### src/rtl/him_row_unpacker_if.sv
// Bundle of the request, HIM read and hit-stream channels of the HIM row unpacker.
// The slave modport is the unpacker's view; master is the surrounding logic's view.
interface him_row_unpacker_if #(
  parameter int ROWINDEXBITS_HIM = 10,
  parameter int HITINFOBITS      = 16,
  parameter int MAXHITS          = 8,
  parameter int MAXHITNBITS      = 4
);
  localparam int NCOLS_HIM = MAXHITS * HITINFOBITS;

  // Request channel from the road/pattern lookup stage
  logic                        req_valid;
  logic                        req_ready;
  logic [ROWINDEXBITS_HIM-1:0] req_row;
  logic [MAXHITNBITS-1:0]      req_nHits;

  // Read port of the hit info memory
  logic                        himReadRow;
  logic [ROWINDEXBITS_HIM-1:0] himRowToRead;
  logic                        himReadReady;
  logic                        himReadFinished;
  logic [NCOLS_HIM-1:0]        himHitInfo;

  // Hit stream towards the track-fitting input FIFO
  logic                        hit_valid;
  logic                        hit_ready;
  logic [HITINFOBITS-1:0]      hit_data;
  logic [ROWINDEXBITS_HIM-1:0] hit_row;
  logic                        hit_last;

  // Status pulses
  logic                        rowDone;
  logic                        overflow;
  logic                        timeoutError;

  modport slave (
    input  req_valid, req_row, req_nHits,
    input  himReadReady, himReadFinished, himHitInfo,
    input  hit_ready,
    output req_ready,
    output himReadRow, himRowToRead,
    output hit_valid, hit_data, hit_row, hit_last,
    output rowDone, overflow, timeoutError
  );

  modport master (
    output req_valid, req_row, req_nHits,
    output himReadReady, himReadFinished, himHitInfo,
    output hit_ready,
    input  req_ready,
    input  himReadRow, himRowToRead,
    input  hit_valid, hit_data, hit_row, hit_last,
    input  rowDone, overflow, timeoutError
  );
endinterface

### src/rtl/him_row_unpacker.sv
// HIM row unpacker: accepts a (row, hit count) request, issues one HIM read,
// waits for the row data with a timeout, then streams the packed hit words
// one per handshake with a last-hit marker.
module him_row_unpacker #(
  parameter int ROWINDEXBITS_HIM = 10,
  parameter int HITINFOBITS      = 16,
  parameter int MAXHITS          = 8,
  parameter int MAXHITNBITS      = 4,
  parameter int TIMEOUT          = 64
) (
  input logic               clk,
  input logic               reset,
  him_row_unpacker_if.slave bus
);

  localparam int NCOLS_HIM = MAXHITS * HITINFOBITS;
  localparam int CNTW      = (TIMEOUT > 1) ? $clog2(TIMEOUT) : 1;

  localparam logic [MAXHITNBITS-1:0] MAXHITS_N = MAXHITNBITS'(MAXHITS);
  localparam logic [MAXHITNBITS-1:0] ONE_N     = MAXHITNBITS'(1);
  localparam logic [CNTW-1:0]        CNT_ONE   = CNTW'(1);
  localparam logic [CNTW-1:0]        CNT_LAST  = CNTW'(TIMEOUT - 1);

  typedef enum logic [1:0] {
    S_IDLE,
    S_ISSUE,
    S_WAIT,
    S_STREAM
  } state_t;

  state_t                      r_state;
  logic [ROWINDEXBITS_HIM-1:0] r_row;        // latched request row
  logic [MAXHITNBITS-1:0]      r_count;      // latched (clamped) hit count
  logic [MAXHITNBITS-1:0]      r_remaining;  // hits still to emit, >= 1 in STREAM
  logic [NCOLS_HIM-1:0]        r_shift;      // captured row, current hit in the LSBs
  logic [CNTW-1:0]             r_cnt;        // cycles spent in WAIT
  logic                        r_row_done;
  logic                        r_overflow;
  logic                        r_timeout;

  logic w_issue;
  logic w_hit_fire;
  logic w_last_hit;

  // Handshake qualifiers derived from the current state and live inputs
  always_comb begin
    // NOTE: every always_comb output gets a value on every path (here trivially),
    // otherwise a latch is inferred to hold the old value.
    w_issue    = (r_state == S_ISSUE) && bus.himReadReady;
    w_hit_fire = (r_state == S_STREAM) && bus.hit_ready;
    w_last_hit = (r_remaining == ONE_N);
  end

  // Control FSM with the row/shift datapath and one-cycle status pulses
  always_ff @(posedge clk) begin
    if (reset) begin
      // NOTE: the wide shift register is reset too, because hit_data is taken
      // straight from it and must read as zero after reset.
      r_state     <= S_IDLE;
      r_row       <= '0;
      r_count     <= '0;
      r_remaining <= '0;
      r_shift     <= '0;
      r_cnt       <= '0;
      r_row_done  <= 1'b0;
      r_overflow  <= 1'b0;
      r_timeout   <= 1'b0;
    end else begin
      // NOTE: sequential state uses non-blocking assignments so every register
      // sees pre-edge values regardless of statement order.
      r_row_done <= 1'b0;
      r_overflow <= 1'b0;
      r_timeout  <= 1'b0;

      unique case (r_state)
        S_IDLE: begin
          if (bus.req_valid) begin
            r_row <= bus.req_row;
            if (bus.req_nHits == '0) begin
              // Empty row: complete immediately without touching the HIM
              r_count    <= '0;
              r_row_done <= 1'b1;
            end else if (bus.req_nHits > MAXHITS_N) begin
              // More hits claimed than a row can hold: clamp and flag
              r_count    <= MAXHITS_N;
              r_overflow <= 1'b1;
              r_state    <= S_ISSUE;
            end else begin
              r_count <= bus.req_nHits;
              r_state <= S_ISSUE;
            end
          end
        end

        S_ISSUE: begin
          if (w_issue) begin
            r_cnt   <= '0;
            r_state <= S_WAIT;
          end
        end

        S_WAIT: begin
          if (bus.himReadFinished) begin
            // A finish on the final allowed cycle still wins over the timeout
            r_shift     <= bus.himHitInfo;
            r_remaining <= r_count;
            r_state     <= S_STREAM;
          end else if (r_cnt == CNT_LAST) begin
            r_timeout  <= 1'b1;
            r_row_done <= 1'b1;
            r_state    <= S_IDLE;
          end else begin
            r_cnt <= r_cnt + CNT_ONE;
          end
        end

        S_STREAM: begin
          if (w_hit_fire) begin
            r_shift <= r_shift >> HITINFOBITS;
            if (w_last_hit) begin
              r_row_done <= 1'b1;
              r_state    <= S_IDLE;
            end else begin
              r_remaining <= r_remaining - ONE_N;
            end
          end
        end

        default: r_state <= S_IDLE;
      endcase
    end
  end

  // Output drive: everything comes from registers except the read strobe,
  // which must follow himReadReady within the same cycle, and req_ready,
  // which is held low while reset is asserted.
  assign bus.req_ready    = (r_state == S_IDLE) && !reset;
  assign bus.himReadRow   = w_issue;
  assign bus.himRowToRead = r_row;
  assign bus.hit_valid    = (r_state == S_STREAM);
  assign bus.hit_data     = r_shift[HITINFOBITS-1:0];
  assign bus.hit_row      = r_row;
  assign bus.hit_last     = (r_state == S_STREAM) && w_last_hit;
  assign bus.rowDone      = r_row_done;
  assign bus.overflow     = r_overflow;
  assign bus.timeoutError = r_timeout;

endmodule
### src/flat_wrapper.sv
// flat-port wrapper written by rule: the top's interface ports become plain ports
module him_row_unpacker_flat 
#(
  parameter int ROWINDEXBITS_HIM = 10,
  parameter int HITINFOBITS      = 16,
  parameter int MAXHITS          = 8,
  parameter int MAXHITNBITS      = 4,
  parameter int TIMEOUT          = 64
)
  (clk, reset, bus_req_valid, bus_req_row, bus_req_nHits, bus_himReadReady, bus_himReadFinished, bus_himHitInfo, bus_hit_ready, bus_req_ready, bus_himReadRow, bus_himRowToRead, bus_hit_valid, bus_hit_data, bus_hit_row, bus_hit_last, bus_rowDone, bus_overflow, bus_timeoutError);
  him_row_unpacker_if #(.ROWINDEXBITS_HIM(ROWINDEXBITS_HIM), .HITINFOBITS(HITINFOBITS), .MAXHITS(MAXHITS), .MAXHITNBITS(MAXHITNBITS)) bus_i ();
  input logic clk;
  input logic reset;
  input wire logic [$bits(bus_i.req_valid)-1:0] bus_req_valid;
  input wire logic [$bits(bus_i.req_row)-1:0] bus_req_row;
  input wire logic [$bits(bus_i.req_nHits)-1:0] bus_req_nHits;
  input wire logic [$bits(bus_i.himReadReady)-1:0] bus_himReadReady;
  input wire logic [$bits(bus_i.himReadFinished)-1:0] bus_himReadFinished;
  input wire logic [$bits(bus_i.himHitInfo)-1:0] bus_himHitInfo;
  input wire logic [$bits(bus_i.hit_ready)-1:0] bus_hit_ready;
  output wire logic [$bits(bus_i.req_ready)-1:0] bus_req_ready;
  output wire logic [$bits(bus_i.himReadRow)-1:0] bus_himReadRow;
  output wire logic [$bits(bus_i.himRowToRead)-1:0] bus_himRowToRead;
  output wire logic [$bits(bus_i.hit_valid)-1:0] bus_hit_valid;
  output wire logic [$bits(bus_i.hit_data)-1:0] bus_hit_data;
  output wire logic [$bits(bus_i.hit_row)-1:0] bus_hit_row;
  output wire logic [$bits(bus_i.hit_last)-1:0] bus_hit_last;
  output wire logic [$bits(bus_i.rowDone)-1:0] bus_rowDone;
  output wire logic [$bits(bus_i.overflow)-1:0] bus_overflow;
  output wire logic [$bits(bus_i.timeoutError)-1:0] bus_timeoutError;
  assign bus_i.req_valid = bus_req_valid;
  assign bus_i.req_row = bus_req_row;
  assign bus_i.req_nHits = bus_req_nHits;
  assign bus_i.himReadReady = bus_himReadReady;
  assign bus_i.himReadFinished = bus_himReadFinished;
  assign bus_i.himHitInfo = bus_himHitInfo;
  assign bus_i.hit_ready = bus_hit_ready;
  assign bus_req_ready = bus_i.req_ready;
  assign bus_himReadRow = bus_i.himReadRow;
  assign bus_himRowToRead = bus_i.himRowToRead;
  assign bus_hit_valid = bus_i.hit_valid;
  assign bus_hit_data = bus_i.hit_data;
  assign bus_hit_row = bus_i.hit_row;
  assign bus_hit_last = bus_i.hit_last;
  assign bus_rowDone = bus_i.rowDone;
  assign bus_overflow = bus_i.overflow;
  assign bus_timeoutError = bus_i.timeoutError;
  him_row_unpacker #(.ROWINDEXBITS_HIM(ROWINDEXBITS_HIM), .HITINFOBITS(HITINFOBITS), .MAXHITS(MAXHITS), .MAXHITNBITS(MAXHITNBITS), .TIMEOUT(TIMEOUT)) u_core (.clk(clk), .reset(reset), .bus(bus_i));
endmodule
### config.mk
export PLATFORM = sky130hd
export DESIGN_NAME = him_row_unpacker_flat
export DESIGN_NICKNAME = d
export VERILOG_FILES = /design/src/rtl/him_row_unpacker_if.sv /design/src/rtl/him_row_unpacker.sv /design/src/flat_wrapper.sv
export SDC_FILE = /design/constraint.sdc
export NUM_CORES = 1
export LEC_CHECK = 0
export CAP_MARGIN = 0
export CORE_MARGIN = 4
export CORE_UTILIZATION = 49
export CTS_CLUSTER_SIZE = 24
export DETAILED_ROUTE_END_ITERATION = 16
export PLACE_DENSITY = 0.82
export SYNTH_ARGS = -nofsm -noshare
export SYNTH_HDL_FRONTEND = slang
export SYNTH_SLANG_ARGS = --single-unit
### constraint.sdc
create_clock -name clk -period 3.55 [get_ports clk]
set_input_delay 0.5325 -clock clk [delete_from_list [all_inputs] [get_ports clk]]
set_output_delay 0.5325 -clock clk [all_outputs]
set_load 0.005 [all_outputs]
==> metrics.txt <==
DP Worst Slack=0.8686 ns; Core Rows=42; die height=126.1 um; CTS tree=yes; post-CTS setup buffer count=0; Die X=126.1 um; actual slew at the worst max-slew pin=0.8383 ns; mux share of post-synthesis cell area=0%; First-pass DRT Iterations=5; most frequent cells after synthesis=255 x nand2_1, 157 x dfxtp_1, 132 x nor2_1, 113 x a311oi_1, 45 x clkbuf_1; Setup Crit Path Kind=in2out; Post-synth EDFFs=0; CP Launch Type=input pin; vias in the first global route=6028; cells along the critical path=clkdlybuf4s50_1 > nand2_1 > or2_2 > inv_1 > clkdlybuf4s50_1; Final TNS setup=0 ns; CTS resizes=0; status=finished, final reports clean; Synth Area in Compound Gates=between 20% and 30%; min-delay src=u_core.r_count[0]; maximum root-to-sink buffer count=2; Seq/Total Area, Yosys=45.98%; leading area contributor after synthesis=dfxtp_1; # H-tree levels=4; Hold Violations, Final=0; Post-Synth Simple-Gate Area=25.35%; Max transition margin=43.97%; grt total ovfl=0; largest net degree at the start of global routing=73; Reg clk slew, reported paths=approximately 0.060 ns; CP max stage cell=clkdlybuf4s50_1; WL final=17940 um; top post-synthesis cells by area=dfxtp_1 46%, a311oi_1 14%, nand2_1 14%, nor2_1 7.2%, buf_4 3.1%; RSZ-0062 raised after global routing=no; Routed WL per cell=15.17 um; Worst R2R End=u_core.r_shift[38]; fillcell total=1117; drt drc=0; leakage power=3.239 nW; post-synthesis adder-cell area fraction=less than 1%; top-count cell post-synth=nand2_1; first-pass GRT wire length=29080 um; XOR/XNOR share of the synthesized area=0%; post-synth top area share=between 40% and 50%; Starting Density=50.81%; global placement routability congestion=0.7815; largest family of logic cells by synthesized area=simple AND/OR/NAND/NOR gates; Critical Path Fanout Max=7; Die ar.=15900 um2; post-cts hold buffer count=0; Main synth FF type=dfxtp_1; Slew Viols, Final=0; post-route ant nets=0; internal reg-to-reg setup slack=1.33 ns; max frequency=380.5 MHz; Worst R2R Path Depth=5; most frequent CP cell=clkdlybuf4s50_1; initial antenna violation count=0; period utilisation layout=74.03%; #FFs+latches synth=157; unique cell type count in the Yosys netlist=approximately 40; Diodes inserted=0; worst min-delay path class=reg2reg; Layout area overhead=35.62%; RR Startpoint=u_core.r_state[0]; Final Setup Violations=0; CTS sink cnt=around 160; CP max stage delay=0.53 ns; clk root buf=clkbuf_16; PwrDens=between 400 and 500 nW/um2; post-synthesis instance area=a little under 7000 um2; Layout Nets=1145; Mapped Nets=a little over 1000; clk_lat worst skew=about 0.43 ns; Max Clock Skew=0.007244 ns; Endpoint, Worst Hold=u_core.r_count[0]; maximum VDD drop=301.6 uV; starting DRC count in detailed routing=about 490; HPWL after DPL=approximately 12000 um; PnR worst setup slack=0.9220 ns; Async SR Flop Fraction=0%; # IOs=191; maxcap violations=0; minimum clock period=2.628 ns; syn_area_per_cell=7.830 um2; crit end category=output port; WP data required=between 3 and 4 ns; CTS Buf Count=17; layout cells sized above 1=5.660%; port buffer count=190; area of the core=13450 um2; Post-Synthesis Cells=873; hold depth=2; Synthesis Warnings=0; critical path arrival=around 2.1 ns; Vias=between 6000 and 7000; Global Route Usage Sum=22.26%; post-DR vias/cell=roughly 5.4
## kinds of logic (layout without fill, tap and decap cells)
| logic type | count (synthesis) | count (layout) |
|---|---|---|
| DFF | 157 | 157 |
| AOI/OAI and AO/OA | 173 | 173 |
| buffers and inverters | 108 | 242 |
| and+or+nand+nor | 432 | 432 |
| adders and majority gates | 3 | 3 |
## metal layers
layer / track usage (%) / routed length (um) / vias up
li1: - / - / 3264
met1: 28.80 / 8007 / 2877
met2: 35.99 / 8321 / 219
met3: 6.012 / 1276 / 26
met4: 7.697 / 339 / 0
met5: 0 / 0 / -
## critical path, delay by kind of cell
family | cells | cell delay (ns)
buffers and inverters | 3 | 1.15
AND/OR/NAND/NOR | 2 | 0.41
## layout by cell type, fill, tap and decap left out, types with 2 or more instances in the layout
| cell | n |
|---|---|
| a21oi_1 | 24 |
| a22oi_1 | 16 |
| a311oi_1 | 113 |
| a31oi_1 | 4 |
| and2_1 | 5 |
| buf_12 | 6 |
| buf_4 | 11 |
| bufinv_16 | 4 |
| clkbuf_1 | 2 |
| clkbuf_16 | 17 |
| clkbuf_8 | 3 |
| clkdlybuf4s50_1 | 189 |
| clkinv_2 | 2 |
| clkinvlp_4 | 3 |
| dfxtp_1 | 157 |
| ha_1 | 3 |
| inv_1 | 3 |
| nand2_1 | 254 |
| nand2b_1 | 6 |
| nand3_1 | 13 |
| nand3b_1 | 3 |
| nor2_1 | 132 |
| nor3_1 | 5 |
| nor3b_1 | 2 |
| nor4b_1 | 2 |
| o211ai_1 | 2 |
| o21ai_0 | 5 |
| o32ai_1 | 2 |
## how the worst max path moves through the flow
stage	start	end	slack, ns	cells past startpoint
after floorplan	u_core.r_remaining[0]	bus_hit_last	1.82	3
after global placement	bus_himReadFinished	u_core.r_shift[86]	0.95	6
after detailed placement	bus_himReadFinished	u_core.r_shift[86]	0.87	6
after CTS	u_core.r_state[0]	bus_himReadRow	0.92	4
after global routing	u_core.r_state[0]	bus_himReadRow	0.80	4
final	bus_himReadReady	bus_himReadRow	0.92	5
## cell type report
cell class	instances	area [um2]	area share, %
clock buffer	22	474.2	5.115
clock inverter	10	161.4	1.741
inverter	4	17.52	0.1890
multi-input combinational	608	3159	34.08
sequential	157	3143	33.90
tap	176	220.2	2.375
timing repair buffer	206	2095	22.59
## stage by stage
stage / std cells / utilization, % / hold slack [ns] / total power (W) / cell area (um2)
final: 1183 / 68.91 / 0.4647 / 0.004179 / 9270
after global routing: 1183 / 68.91 / 0.4797 / 0.004327 / 9270
after CTS: 1183 / 68.91 / 0.4655 / 0.004210 / 9270
after detailed placement: 1151 / 64.18 / 0.4549 / 0.002273 / 8635
after global placement: 1151 / 64.18 / 0.4408 / 0.002265 / 8635
after floorplan: 873 / - / 0.4273 / 0.002044 / 6835
## power breakdown
part | total, W | internal [W] | switching, W
Clock | 0.00194 | 0.00123 | 0.000712
Combinational | 0.000400 | 0.000240 | 0.000160
Sequential | 0.00184 | 0.00181 | 0.0000289
Total | 0.00418 | 0.00328 | 0.000901
## state kept, by name, indices dropped and copies added (netlist names), 2 cells and up
name	flops
u_core.r_shift	128
u_core.bus.himRowToRead	10
u_core.r_cnt	6
u_core.r_count	4
u_core.r_remaining	4
u_core.r_state	2
(Power assumes the default switching activity.)
